File: config.mk
export PLATFORM = sky130hd
export DESIGN_NAME = closeloop_seq
export DESIGN_NICKNAME = d
export VERILOG_FILES = /design/src/rtl/closeloop_seq.sv
export SDC_FILE = /design/constraint.sdc
export NUM_CORES = 1
export LEC_CHECK = 0
export CORE_MARGIN = 2
export CORE_UTILIZATION = 55
export CTS_CLUSTER_SIZE = 28
export DETAILED_ROUTE_END_ITERATION = 16
export DONT_BUFFER_PORTS = 1
export PLACE_DENSITY = 0.7
export RECOVER_POWER = 50
export SETUP_SLACK_MARGIN = 0.4
export SYNTH_ARGS = -nofsm -noshare
export SYNTH_HDL_FRONTEND = slang
export SYNTH_SLANG_ARGS = --single-unit
File: constraint.sdc
create_clock -name DAC_CLK -period 6.5 [get_ports DAC_CLK]
set_input_delay 1.3 -clock DAC_CLK [delete_from_list [all_inputs] [get_ports DAC_CLK]]
set_output_delay 1.3 -clock DAC_CLK [all_outputs]
set_load 0.02 [all_outputs]
File: src/rtl/closeloop_seq.sv
// Closed-loop acquisition sequencer: settle, coarse/fine acquisition, lock tracking with
// relock retries, and a windowed rate accumulator of feedback steps while locked.
module closeloop_seq #(
  parameter int unsigned ACC_LOG2  = 4,
  parameter int unsigned MAX_RETRY = 3
) (
  input  logic               DAC_CLK,
  input  logic               rst_n,
  input  logic               i_start,
  input  logic               i_err_done,
  input  logic signed [31:0] i_err,
  input  logic signed [31:0] i_step,
  input  logic        [31:0] i_settle_cnt,
  input  logic        [31:0] i_lock_th,
  input  logic        [15:0] i_lock_n,
  input  logic        [15:0] i_unlock_n,
  input  logic        [3:0]  i_gain_coarse,
  input  logic        [3:0]  i_gain_fine,
  output logic        [3:0]  o_gain_sel,
  output logic               o_fb_en,
  output logic        [2:0]  o_state,
  output logic               o_locked,
  output logic        [1:0]  o_retry,
  output logic signed [31:0] o_rate_acc,
  output logic               o_rate_valid
);

  typedef enum logic [2:0] {
    StIdle   = 3'd0,
    StSettle = 3'd1,
    StCoarse = 3'd2,
    StFine   = 3'd3,
    StLock   = 3'd4,
    StFault  = 3'd5
  } state_e;

  localparam int unsigned CntW = ACC_LOG2 + 1;
  localparam logic [CntW-1:0] WinLast = CntW'((2 ** ACC_LOG2) - 1);

  state_e         state_q, state_d;
  logic [31:0]    settle_q, settle_d;
  logic [15:0]    run_q, run_d;
  logic [15:0]    miss_q, miss_d;
  logic [1:0]     retry_q, retry_d;
  logic [31:0]    acc_q, acc_d;
  logic [CntW-1:0] win_cnt_q, win_cnt_d;
  logic [31:0]    rate_acc_q, rate_acc_d;
  logic           rate_valid_q, rate_valid_d;
  logic           fb_en_q, fb_en_d;
  logic [3:0]     gain_q, gain_d;
  logic           locked_q, locked_d;

  logic [31:0] err_raw;
  logic [31:0] err_mag;
  logic        in_th;
  logic [15:0] lock_need;
  logic [15:0] unlock_need;
  logic        run_hit;
  logic        miss_hit;
  logic        retry_left;
  logic [31:0] acc_sum;
  logic        accumulate;

  // Magnitude saturates so that -2^31 maps onto the largest positive value.
  assign err_raw = i_err;
  always_comb begin
    if (!err_raw[31]) begin
      err_mag = err_raw;
    end else if (err_raw == 32'h8000_0000) begin
      err_mag = 32'h7FFF_FFFF;
    end else begin
      err_mag = ~err_raw + 32'd1;
    end
  end

  assign in_th       = (err_mag <= i_lock_th);
  assign lock_need   = (i_lock_n == 16'd0) ? 16'd1 : i_lock_n;
  assign unlock_need = (i_unlock_n == 16'd0) ? 16'd1 : i_unlock_n;
  assign run_hit     = ((run_q + 16'd1) >= lock_need);
  assign miss_hit    = ((miss_q + 16'd1) >= unlock_need);
  assign retry_left  = (32'(retry_q) < MAX_RETRY);
  assign acc_sum     = acc_q + i_step;

  always_comb begin
    state_d      = state_q;
    settle_d     = settle_q;
    run_d        = run_q;
    miss_d       = miss_q;
    retry_d      = retry_q;
    acc_d        = acc_q;
    win_cnt_d    = win_cnt_q;
    rate_acc_d   = rate_acc_q;
    rate_valid_d = 1'b0;
    accumulate   = 1'b0;

    case (state_q)
      StIdle: begin
        run_d  = '0;
        miss_d = '0;
        if (i_start) begin
          state_d  = StSettle;
          settle_d = i_settle_cnt;
          retry_d  = '0;
        end
      end
      // A load of N gives N clocks here, and a load of 0 still gives one.
      StSettle: begin
        if (settle_q <= 32'd1) begin
          state_d  = StCoarse;
          settle_d = '0;
        end else begin
          settle_d = settle_q - 32'd1;
        end
      end
      StCoarse, StFine: begin
        if (i_err_done) begin
          if (!in_th) begin
            run_d = '0;
          end else if (run_hit) begin
            run_d   = '0;
            state_d = (state_q == StCoarse) ? StFine : StLock;
          end else begin
            run_d = run_q + 16'd1;
          end
        end
      end
      StLock: begin
        if (i_err_done) begin
          if (in_th) begin
            miss_d     = '0;
            accumulate = 1'b1;
          end else if (miss_hit) begin
            miss_d = '0;
            run_d  = '0;
            if (retry_left) begin
              state_d = StCoarse;
              retry_d = retry_q + 2'd1;
            end else begin
              state_d = StFault;
            end
          end else begin
            miss_d     = miss_q + 16'd1;
            accumulate = 1'b1;
          end
        end
      end
      StFault: begin
        state_d = StFault;
      end
      default: begin
        state_d = StIdle;
      end
    endcase

    if (accumulate) begin
      if (win_cnt_q == WinLast) begin
        rate_acc_d   = acc_sum;
        rate_valid_d = 1'b1;
        acc_d        = '0;
        win_cnt_d    = '0;
      end else begin
        acc_d     = acc_sum;
        win_cnt_d = win_cnt_q + CntW'(1);
      end
    end

    // Any exit from LOCK drops the partial window.
    if (state_d != StLock) begin
      acc_d     = '0;
      win_cnt_d = '0;
    end

    if (!i_start) begin
      state_d      = StIdle;
      settle_d     = '0;
      run_d        = '0;
      miss_d       = '0;
      retry_d      = '0;
      acc_d        = '0;
      win_cnt_d    = '0;
      rate_acc_d   = rate_acc_q;
      rate_valid_d = 1'b0;
    end
  end

  // State outputs are decoded from the next state so they change on the entering edge.
  always_comb begin
    fb_en_d  = (state_d == StCoarse) || (state_d == StFine) || (state_d == StLock);
    gain_d   = ((state_d == StFine) || (state_d == StLock)) ? i_gain_fine : i_gain_coarse;
    locked_d = (state_d == StLock);
  end

  always_ff @(posedge DAC_CLK or negedge rst_n) begin
    if (!rst_n) begin
      state_q      <= StIdle;
      settle_q     <= '0;
      run_q        <= '0;
      miss_q       <= '0;
      retry_q      <= '0;
      acc_q        <= '0;
      win_cnt_q    <= '0;
      rate_acc_q   <= '0;
      rate_valid_q <= 1'b0;
      fb_en_q      <= 1'b0;
      gain_q       <= '0;
      locked_q     <= 1'b0;
    end else begin
      state_q      <= state_d;
      settle_q     <= settle_d;
      run_q        <= run_d;
      miss_q       <= miss_d;
      retry_q      <= retry_d;
      acc_q        <= acc_d;
      win_cnt_q    <= win_cnt_d;
      rate_acc_q   <= rate_acc_d;
      rate_valid_q <= rate_valid_d;
      fb_en_q      <= fb_en_d;
      gain_q       <= gain_d;
      locked_q     <= locked_d;
    end
  end

  assign o_state      = state_q;
  assign o_fb_en      = fb_en_q;
  assign o_gain_sel   = gain_q;
  assign o_locked     = locked_q;
  assign o_retry      = retry_q;
  assign o_rate_acc   = rate_acc_q;
  assign o_rate_valid = rate_valid_q;

endmodule

# After elaboration in Yosys (flattened, before gate mapping)
# Cells that the tools add are included.
[classes] n_eq_ne=20 add_sub_neg=7 multipliers=0 n_div=0 n_shift=0 n_mux=54 reduce_logical=11 bitwise=1 magnitude_cmp=5
[ops] cell="$mux 32" n=8
[ops] cell="$mux 16" n=13
[ops] cell="$pmux 32 s2" n=1
[ops] cell="$pmux 16 s3" n=1
[ops] cell="$mux 3" n=11
[ops] cell="$add 16x1->16 const B" n=2
[ops] cell="$add 32x1->32 const B" n=1
[ops] cell="$add 32x32->32" n=1
[ops] cell="$eq 32x32->1 const B" n=1
[ops] cell="$ge 16x16->1" n=2
[ops] cell="$le 32x1->1 const B" n=1
[ops] cell="$le 32x32->1" n=1
[ops] cell="$logic_not 16->1" n=2
[ops] cell="$not 32->32" n=1
[ops] cell="$pmux 16 s2" n=1
[ops] cell="$sub 32x1->32 const B" n=1
[ops] cell="$mux 5" n=4
[ops] cell="$ne 3x3->1 const B" n=6
[ops] cell="$pmux 3 s5" n=1
[ops] cell="$eq 3x2->1 const B" n=4
[ops] cell="$mux 2" n=5
[ops] cell="$reduce_and 5->1" n=2
[ops] cell="$eq 3x3->1 const B" n=3
[ops] cell="$ne 3x1->1 const B" n=3
[ops] cell="other kinds (14)" n=22
[word_totals] memories=0 output_inout_bits=44 register_bits=145 ram_bits=0 inputBits=172 word_cells=110 latch_bits=0 mem_bits_ro=0

# Longest topological paths before layout
# Gate-level depths: netlist of the first run.
[logic_depth] word_depth=12 ltp_mapped=23 depth_no_buf=19

# Worst setup path after synthesis of the first run
# Ideal clock, no wire load.
[synth_path] path_kind="input -> register" from="in i_err[6]" to="reg rate_acc_q[1], in the netlist o_rate_acc[1]" arrival_ns=6.436 n_path_buf=5 slack_ns=-0.061 path_stages=21 setup_time_ns=0.125 required_ns=6.375 path_cell_list="or4_1 > nor4_1 > nand2b_1 > nand2b_1 > or3_1 > clkbuf_1 > or3_1 > clkbuf_1 > clkbuf_1 > nand2_1 > ha_1 > a21oi_1 > o21ai_0 > a221oi_1 > o221a_2 > o211ai_1 > a31oi_1 > and3_1 > clkbuf_1 > buf_1 > mux2_2"
[synth_via] elab_chain_cells=9 word_cells_on_any_way=10 cone_classes="add/sub: 1; order compare: 1; eq/ne: 1; mux: 5; bitwise: 1; reduce/logical: 1"
[synth_lines] item="start: declaration" line_no="11" text="input logic signed [31:0] i_err,"
[synth_lines] item="$not 32->32" line_no="72" text="err_mag = ~err_raw + 32'd1;"
[synth_lines] item="$add 32x1->32" line_no="72"
[synth_lines] item="$mux 32" line_no="69" text="end else if (err_raw == 32'h8000_0000) begin"
[synth_lines] item="$mux 32 (*)" line_no="67" text="if (!err_raw[31]) begin"
[synth_lines] item="$le 32x32->1 (*)" line_no="76" text="assign in_th = (err_mag <= i_lock_th);"
[synth_lines] item="$mux 1 (*)" line_no="129" text="if (in_th) begin"
[synth_lines] item="$mux 1 (*)" line_no="128" text="if (i_err_done) begin"
[synth_lines] item="$mux 1 (*)" line_no="96" text="case (state_q)"
[synth_lines] item="$reduce_and 3->1 (no source line) (*)"
[synth_lines] item="end signal: assignment" line_no="215" text="rate_acc_q <= rate_acc_d;"
[synth_lines] item="end: declaration" line_no="47" text="logic [31:0] rate_acc_q, rate_acc_d;"
# Every way passes the cells marked *; elsewhere a longest branch is shown, timed or not.
# A chain may end at the register's enable or synchronous reset.

# Worst setup path in the final report of the first run
[layout_path] from="in i_err[6]" to="reg gain_q[1], in the netlist o_gain_sel[1]"
[layout_via] elab_chain_cells=12 word_cells_on_any_way=16 cone_classes="add/sub: 1; order compare: 1; eq/ne: 3; mux: 9; bitwise: 1; reduce/logical: 1"
[layout_lines] item="$not 32->32" line_no="72"
[layout_lines] item="$add 32x1->32" line_no="72"
[layout_lines] item="$mux 32" line_no="69"
[layout_lines] item="$mux 32 (*)" line_no="67"
[layout_lines] item="$le 32x32->1 (*)" line_no="76"
[layout_lines] item="$mux 3 (on tied branches)" line_no="129, 117"
[layout_lines] item="$mux 3 (on tied branches)" line_no="128, 116"
[layout_lines] item="$pmux 3 s5 (*)" line_no="96"
[layout_lines] item="$mux 3 (*)" line_no="173" text="if (!i_start) begin"
[layout_lines] item="$eq 3x2->1 / $eq 3x3->1 (equally long branches)" line_no="189" text="gain_d = ((state_d == StFine) || (state_d == StLock)) ? i_gain_fine : i_gain_coarse;"
[layout_lines] item="$logic_or 1x1->1 (*)" line_no="189"
[layout_lines] item="$mux 4 (*)" line_no="189"
[layout_lines] item="via gain_d[1]" line_no="50" text="logic [3:0] gain_q, gain_d;"
[layout_lines] item="end signal: assignment" line_no="218" text="gain_q <= gain_d;"
[layout_lines] item="end: declaration" line_no="50"
# Mark *: on every way through the listed nets, which the timed path passes. The rest lies on a longest branch.

==> results of run 1 <==
placed cells by master, fill, tap and decap left out, types with 30 or more instances in the layout:
master	netlist	layout
a21oi_1	72	72
a22o_1	42	42
dfrtp_1	145	145
ha_1	102	99
inv_1	89	89
nand2_1	113	110
nand3_1	30	30
nor2_1	92	91
nor3_1	37	36
o21ai_0	89	87
xnor2_1	40	40
xor2_1	51	51
through the flow:
stage          cell area [um2]  TNS (ps)
2_1_floorplan            10980         0
3_3_place_gp             11280         0
3_5_place_dp             11280    -154.4
4_1_cts                  11870         0
5_1_grt                  11930         0
6_report                 11930         0
per-layer routing:
| layer | GRT usage (%) | part of all wire (%) |
|---|---|---|
| met1 | 34.71 | 44 |
| met2 | 42.80 | 47 |
| met3 | 6.623 | 6.5 |
| met4 | 7.716 | 2.2 |
| met5 | 0 | 0 |
logic make-up after synthesis:
logic type | synth area share, %
mux | 3.197
compound gates | 20.95
buf+inv | 4.617
flops | 33.48
fa+ha+maj | 11.96
simple gates | 18.45
xor+xnor | 7.353
where the power goes:
group	internal, mW	switching [mW]	total [mW]
clock network	0.571	0.417	0.988
logic	0.115	0.153	0.268
registers	0.919	0.0239	0.943
total	1.60	0.594	2.20
worst max-delay path: stages:
cell and delay [ps]:
or4_4 550, nor4_4 320, nand3_1 130, or2_2 310
or3_1 380, o31ai_2 230, xor2_1 170, nand2_1 70
ha_1 300, nand4_1 160, nor2_2 180, nand4_1 180
or4_4 520, a2111oi_1 440, a211o_1 210, inv_1 80
o21ai_2 270, mux2_2 370
sequential cells by signal, indices dropped and copies added, names as in the netlist, 3 cells and up:
name,count
miss_q,16
win_cnt_q,5
o_rate_acc,32
acc_q,32
o_gain_sel,4
settle_q,32
run_q,16
o_state,3
timing repair:
item	4_1_cts	5_1_grt
pin swaps	0	4
gates resized for setup	1	9
setup buffers	0	1
hold endpoints to repair	0	0
endpoints found under the setup margin	4	67
layout make-up:
cell class / instances / area share (%)
Inverter: 91 / 2.863
Tap cell: 265 / 2.779
Clock buffer: 18 / 3.597
Sequential cell: 145 / 30.41
Multi-Input combinational cell: 969 / 57.63
Timing Repair Buffer: 19 / 1.405
Clock inverter: 14 / 1.311
final timing paths:
path	startpoint	to	slack (ps)	cells after the start
min	acc_q[19]	acc_q[19]	490	2
min in group asynchronous	rst_n	o_rate_acc[16]	560	0
max	i_err[6]	o_gain_sel[1]	640	18
max in group asynchronous	rst_n	o_retry[1]	5700	0
max reg2reg	run_q[0]	acc_q[31]	1610	18
min reg2reg	acc_q[19]	acc_q[19]	490	2
==> qor.csv, run 1 <==
metric,value,unit
fin crit period,5862,ps
initial core utilization,55.88,%
CP max FO,6,
share of the synthesized area in the top cell type,33.48,%
first-pass GRT wire length,43850,um
Fillers,1749,
Util after Layout,61.51,%
Overall Global Routing Usage,26.30,%
via count,9221,
dpl hpwl,20050,um
Mapped Nets,1521,
largest net degree at the start of global routing,146,
register area share after synthesis,33.48,%
top-count cell post-synth,dfrtp_1,
PortBufs,0,
final std cells w/o fill,1521,
Root Driver,clkbuf_16,
Max Cap Viol,0,
share of post-route cells with drive strength above 1,9.315,%
Slew @ Worst Pin,1214,ps
fmax,0.1706,GHz
Post-synth ARST share,100.0,%
PwrDens,184.3,nW/um2
Slew HR,18.38,%
Post-Route WL,26890,um
chip height,144.4,um
"Slew Viols, Final",0,
detailed router's first-iteration violation count,582,
placed cells,1488,
antenna violations before repair,0,
Synth Flop Type,dfrtp_1,
H-tree level count,4,
final hold vios,0,
# rows,51,
routability-driven placement congestion ratio,0.9217,
status,"finished, final reports clean",
area of the die,20850,um2
GR Overflow Total,0,
Synth top cells by count,"dfrtp_1 (145), nand2_1 (113), ha_1 (102)",
TritonCTS Sinks,145,
Setup CP Type,in -> reg,
CTS tree,yes,
DR WL/cell,17.68,um
number of flops mapped to enable cells by yosys,0,
unrepaired setup endpoints after global routing,false,
Nets,1518,
Netlist cell types,70,
setup ws final,638.2,ps
Critical Path RT,6810,ps
"Cell Area, Synth",10840,um2
Leakage,5.945,nW
Hold WC Path Type,reg -> reg,
arrival time at the worst endpoint,6170,ps
core area,19400,um2
Mapped Cells,1246,
Crit. End Element,flip-flop,
P&R area growth vs syn,10.08,%
largest area contributor in the netlist,dfrtp_1,
vias in the first global route,9015,
Residual DRC,0,
synth top area cells,"dfrtp_1 (33%), ha_1 (12%), xor2_1 (4.1%), o21ai_0 (4.1%), nand2_1 (3.9%)",
"Avg Cell Area, Syn",8.699,um2
DR vias/cell,6.062,
VDD IR-drop max,164.7,uV
Pwr Total,2.199,mW
io pins,216,
multi-input combinational cell area,6877,um2
worst skew pair latency,440,ps
register area,3628,um2
diode count,0,
deepest clock path buffer count,2,
hold_ws,490.5,ps
Worst-path clk slew,60,ps
"flops & latches, synth",145,
CTS hold repair buffers,0,
final setup violation count,0,
Place WS,-38.39,ps
chip width,144.4,um
"Period Utilization, post-route",90.18,%
post-route ant nets,0,
CP Launch Type,primary input,
Clock Skew,15.20,ps
Num CTS Buffers,17,
yosys warns,0,
drt pass-1 iters,5,
Note: power is estimated with default switching activity, not from simulation.
==> run 2: changes to the inputs <==
- CORE_MARGIN: 2 -> 4
- GPL_ROUTABILITY_DRIVEN: unset -> 0
==> qor.csv, run 2 (synthesis gave the netlist of run 1 again) <==
metric,value,unit,change
status,"finished, final reports clean",,
antenna violations before repair,0,,unchanged
chip height,148.4,um,+2.8%
drt pass-1 iters,5,,unchanged
dpl hpwl,20430,um,+1.9%
final setup violation count,0,,unchanged
Setup CP Type,in -> reg,,
detailed router's first-iteration violation count,500,,-14%
CP max FO,6,,unchanged
Worst-path clk slew,60,ps,about the same
Hold WC Path Type,reg -> reg,,
"Period Utilization, post-route",89.15,%,-1.0 points
Overall Global Routing Usage,24.98,%,-1.3 points
post-route ant nets,0,,unchanged
CTS hold repair buffers,0,,unchanged
"commonest non-fill, non-tap cell in the layout",dfrtp_1,,
GR Overflow Total,0,,unchanged
clock power share,44.8,%,about the same
unrepaired setup endpoints after global routing,false,,
fin crit period,5795,ps,-67.09 ps
Leakage,5.973,nW,+0.48%
Critical Path RT,6850,ps,+40 ps
core area,19400,um2,unchanged
arrival time at the worst endpoint,6140,ps,-30 ps
Fin Setup TNS,0,ps,unchanged
P_sw,586.6,uW,-1.2%
TritonCTS Sinks,145,,unchanged
VDD IR-drop max,134.4,uV,-18%
Post-Route WL,27430,um,+2.0%
worst skew pair latency,420,ps,-20 ps
Slew @ Worst Pin,987.8,ps,-226.2 ps
Fillers,1741,,-0.46%
area of the die,22020,um2,+5.6%
Max Cap Viol,0,,unchanged
DR vias/cell,6.056,,-0.10%
CP Launch Type,primary input,,
Residual DRC,0,,unchanged
largest net degree at the start of global routing,146,,unchanged
# rows,51,,unchanged
Pwr Total,2.193,mW,-0.27%
"Slew Viols, Final",0,,unchanged
Crit. End Element,flip-flop,,
Slew HR,33.90,%,+16 points
register share of total power,43.0,%,about the same
PwrDens,183.3,nW/um2,-0.53%
Clock Skew,13.35,ps,-1.852 ps
chip width,148.4,um,+2.8%
H-tree level count,4,,unchanged
DR WL/cell,17.98,um,+1.7%
Root Driver,clkbuf_16,,
first-pass GRT wire length,45200,um,+3.1%
Num CTS Buffers,17,,unchanged
P&R area growth vs syn,10.37,%,
vias in the first global route,9284,,+3.0%
Sw Share,26.75,%,-0.26 points
deepest clock path buffer count,2,,unchanged
via count,9236,,+0.16%
most frequent cells in the layout,"dfrtp_1 (145), nand2_1 (109), ha_1 (99), nor2_1 (92), inv_1 (89)",,
share of post-route cells with drive strength above 1,9.524,%,+0.21 points
io pins,216,,unchanged
Logic pwr share,12.2,%,about the same
initial core utilization,55.88,%,unchanged
final hold vios,0,,unchanged
Int Pwr,1.606,mW,about the same
diode count,0,,unchanged
PortBufs,0,,unchanged
CTS tree,yes,,
fmax,0.1726,GHz,+1.2%
Nets,1522,,+0.26%
## run 2: cell types whose count changed in the layout (fill, tap and decap cells not counted), moves of 2 or more
cell and change:
buf_4 +3, a2111oi_2 +2, clkinv_4 +2, clkinvlp_4 -2
o221ai_1 +2, o221ai_2 -2
## run 2: repair_timing
action                     CTS  global route
setup endpoints to repair    0            66
buffers inserted             0             3
resized for setup            0             9
## run 2: layout make-up
| cell class | instances | area [um2] | share of cell area [%] |
|---|---|---|---|
| Timing Repair Buffer | 23 | 215.2 | 1.799 |
| Multi-Input combinational cell | 969 | 6862 | 57.36 |
| Clock buffer | 19 | 432.9 | 3.619 |
| Sequential cell | 145 | 3628 | 30.33 |
| Inverter | 91 | 341.6 | 2.855 |
| Tap cell | 265 | 331.6 | 2.772 |
| Clock inverter | 13 | 151.4 | 1.266 |
## run 2: worst max-delay path: stages
cell	delay, ps
or4_1	590
nor4_2	200
nand2b_1	90
or2_2	310
or3_1	380
o31ai_2	220
xor2_1	170
nand2_1	80
ha_1	290
nand4_1	110
nor2_1	170
nand4_1	170
or4_4	630
and2_1	200
a211o_1	300
or3_1	410
or4_1	400
nand3_1	100
## run 2: final timing paths
kind	cells past startpoint	slack [ps]	to	start
max	18	710	acc_q[31]	i_err[17]
min	2	490	settle_q[23]	settle_q[23]
max reg2reg	18	1690	acc_q[31]	run_q[0]
min reg2reg	2	490	settle_q[23]	settle_q[23]
max in group asynchronous	0	5720	settle_q[19]	rst_n
min in group asynchronous	0	570	o_rate_acc[16]	rst_n
## run 2: power by group through the flow
stage	Sequential [mW]	Clock (mW)	Combinational [mW]
finish	0.943	0.983	0.267
global route	0.945	1.04	0.307
CTS	0.942	1.00	0.265
global placement	0.958	0	0.257
detailed placement	0.958	0	0.263
floorplan	0.953	0	0.215
## run 2: stage by stage
stage	hold WS [ps]	area [um2]	cells	utilization (%)	worst slack (ps)
3_3_place_gp	467.2	11290	1489	58.20	99.25
4_1_cts	487.6	11870	1521	61.21	455.4
5_1_grt	508.6	11960	1525	61.67	406.4
3_5_place_dp	473.8	11290	1489	58.20	18.36
6_report	485.0	11960	1525	61.67	705.3
2_1_floorplan	449.8	10980	1246	-	196.8
## run 2: layer usage
| metal | track usage (%) | vias up | share of wire [%] |
|---|---|---|---|
| li1 | - | 4522 | - |
| met5 | 0 | - | 0 |
| met4 | 8.406 | 0 | 2.3 |
| met2 | 41.15 | 280 | 47 |
| met1 | 32.18 | 4389 | 43 |
| met3 | 6.459 | 45 | 7.1 |
==> run 3: changes to the inputs <==
- CORE_ASPECT_RATIO: unset -> 0.8
- CORE_MARGIN: 4 -> 8
- CTS_CLUSTER_SIZE: 28 -> 16
==> qor.csv, run 3 (synthesis gave the netlist of run 1 again) <==
metric,value,unit,change
Post-Route WL,28920,um,+5.4%
"Period Utilization, post-route",89.45,%,+0.30 points
DR vias/cell,6.129,,+1.2%
CTS tree,yes,,
Sw Share,27.59,%,+0.83 points
final hold vios,0,,unchanged
via count,9334,,+1.1%
Critical Path RT,6810,ps,-40 ps
PortBufs,0,,unchanged
chip height,141.6,um,-4.6%
"Slew Viols, Final",0,,unchanged
Clock Skew,16.10,ps,+2.747 ps
P_sw,596.6,uW,+1.7%
diode count,0,,unchanged
# rows,46,,-9.8%
dpl hpwl,21650,um,+6.0%
antenna violations before repair,0,,unchanged
Crit. End Element,flip-flop,,
status,"finished, final reports clean",,
Slew @ Worst Pin,862.0,ps,-125.8 ps
Worst Hold Depth,2,,unchanged
H-tree level count,4,,unchanged
CP max FO,29,,+23
Util after Layout,61.09,%,-0.57 points
final setup violation count,0,,unchanged
end of the worst hold path,acc_q[19],,
Int Pwr,1.566,mW,-2.5%
RR Endpoint,o_gain_sel[2],,
register share of total power,43.5,%,+0.5 points
Nets,1522,,unchanged
first-pass GRT wire length,46770,um,+3.5%
io pins,216,,unchanged
Num CTS Buffers,17,,unchanged
Max Cap Viol,0,,unchanged
Overall Global Routing Usage,23.25,%,-1.7 points
clock power share,43.7,%,-1.1 points
CP Launch Type,primary input,,
fin crit period,5814,ps,+19.43 ps
TritonCTS Sinks,145,,unchanged
unrepaired setup endpoints after global routing,false,,
worst skew pair latency,430,ps,about the same
Worst R2R Setup Slack,1650,ps,-40 ps
FF-to-FF path depth,18,,unchanged
Logic pwr share,12.9,%,+0.7 points
drt pass-1 iters,5,,unchanged
PwrDens,180.9,nW/um2,-1.3%
share of post-route cells with drive strength above 1,9.611,%,+0.087 points
Root Driver,clkbuf_16,,
"commonest non-fill, non-tap cell in the layout",dfrtp_1,,
Reg2Reg Launch Point,run_q[0],,
initial core utilization,55.39,%,-0.49 points
Fin Setup TNS,0,ps,unchanged
detailed router's first-iteration violation count,715,,+43%
Residual DRC,0,,unchanged
CTS hold repair buffers,0,,unchanged
chip width,173.0,um,+17%
arrival time at the worst endpoint,6120,ps,-20 ps
largest net degree at the start of global routing,146,,unchanged
DR WL/cell,18.99,um,+5.6%
vias in the first global route,9003,,-3.0%
Leakage,5.959,nW,-0.25%
fmax,0.1720,GHz,-0.33%
Worst-path clk slew,70,ps,about the same
P&R area growth vs syn,10.30,%,about the same
VDD IR-drop max,157.4,uV,+17%
Setup CP Type,in -> reg,,
HP Start,acc_q[19],,
GR Overflow Total,0,,unchanged
hold_ws,486.2,ps,+1.197 ps
most frequent cells in the layout,"dfrtp_1 (145), nand2_1 (109), ha_1 (99), nor2_1 (92), inv_1 (89)",,
post-route ant nets,0,,unchanged
core area,19570,um2,+0.88%
Hold WC Path Type,reg -> reg,,
Slew HR,42.18,%,+8.3 points
deepest clock path buffer count,2,,unchanged
area of the die,24480,um2,+11%
[run 3: changes by cell type in the layout (fill, tap and decap cells not counted), moves of 2 or more]
cell / delta
clkinv_4: -5
clkinvlp_4: +3
clkbuf_1: -2
clkinv_2: +2
[run 3: worst max-delay path by stage]
stage | start | to | slack (ps) | depth (start not counted)
floorplan | i_err[6] | o_rate_acc[1] | 200 | 18
global placement | i_err[6] | o_gain_sel[1] | 90 | 18
detailed placement | i_err[17] | o_gain_sel[2] | -30 | 18
CTS | i_err[6] | o_gain_sel[1] | 410 | 19
global route | i_err[6] | o_gain_sel[0] | 420 | 20
finish | i_err[6] | o_gain_sel[2] | 690 | 20
[run 3: timing repair]
item,CTS,global route
buffers inserted,0,3
endpoints found under the setup margin,0,68
gates resized for setup,0,12
[run 3: power by group through the flow]
stage / clock network (mW) / logic, mW / registers (mW)
after global placement: 0 / 0.263 / 0.955
after detailed placement: 0 / 0.270 / 0.956
final: 0.945 / 0.278 / 0.940
after floorplan: 0 / 0.215 / 0.953
after global routing: 1.00 / 0.314 / 0.942
after CTS: 0.965 / 0.271 / 0.939
[run 3: per-stage QoR]
| stage | std cells | power, mW | instance area, um2 | worst slack, ps |
|---|---|---|---|---|
| 2_1_floorplan | 1246 | 1.167 | 10980 | 196.8 |
| 3_3_place_gp | 1489 | 1.219 | 11310 | 91.17 |
| 3_5_place_dp | 1489 | 1.225 | 11310 | -33.66 |
| 4_1_cts | 1520 | 2.176 | 11860 | 412.0 |
| 5_1_grt | 1523 | 2.261 | 11960 | 424.6 |
| 6_report | 1523 | 2.163 | 11960 | 685.9 |
[run 3: routing by layer]
metal,up-vias,global-route usage [%],share of wire (%)
met5,-,0,0
met4,0,5.842,1.6
met3,34,7.437,8.1
met2,314,34.59,44
met1,4451,32.24,47
li1,4535,-,-
[run 3: area by class of cell]
class                   instances  area, um2
well taps                     264      330.3
repair buffers                 23      210.2
multi-input cells             969       6889
clock inverters                14      130.1
clock buffers                  17      425.4
inverters                      91      341.6
fillers                      1726       7614
flip-flops and latches        145       3628
[run 3: critical path, stage by stage]
cell	delay [ps]
or4_4	550
nor4_4	230
nand2b_1	140
nand2b_4	180
or3_1	450
or3_1	330
buf_4	240
nand2_1	110
ha_1	240
and3_1	210
a211oi_1	250
a21oi_1	100
o221ai_1	170
o211ai_1	120
buf_4	190
a2111oi_4	300
o221ai_2	180
or2_2	340
o21ai_4	110
mux2_2	370
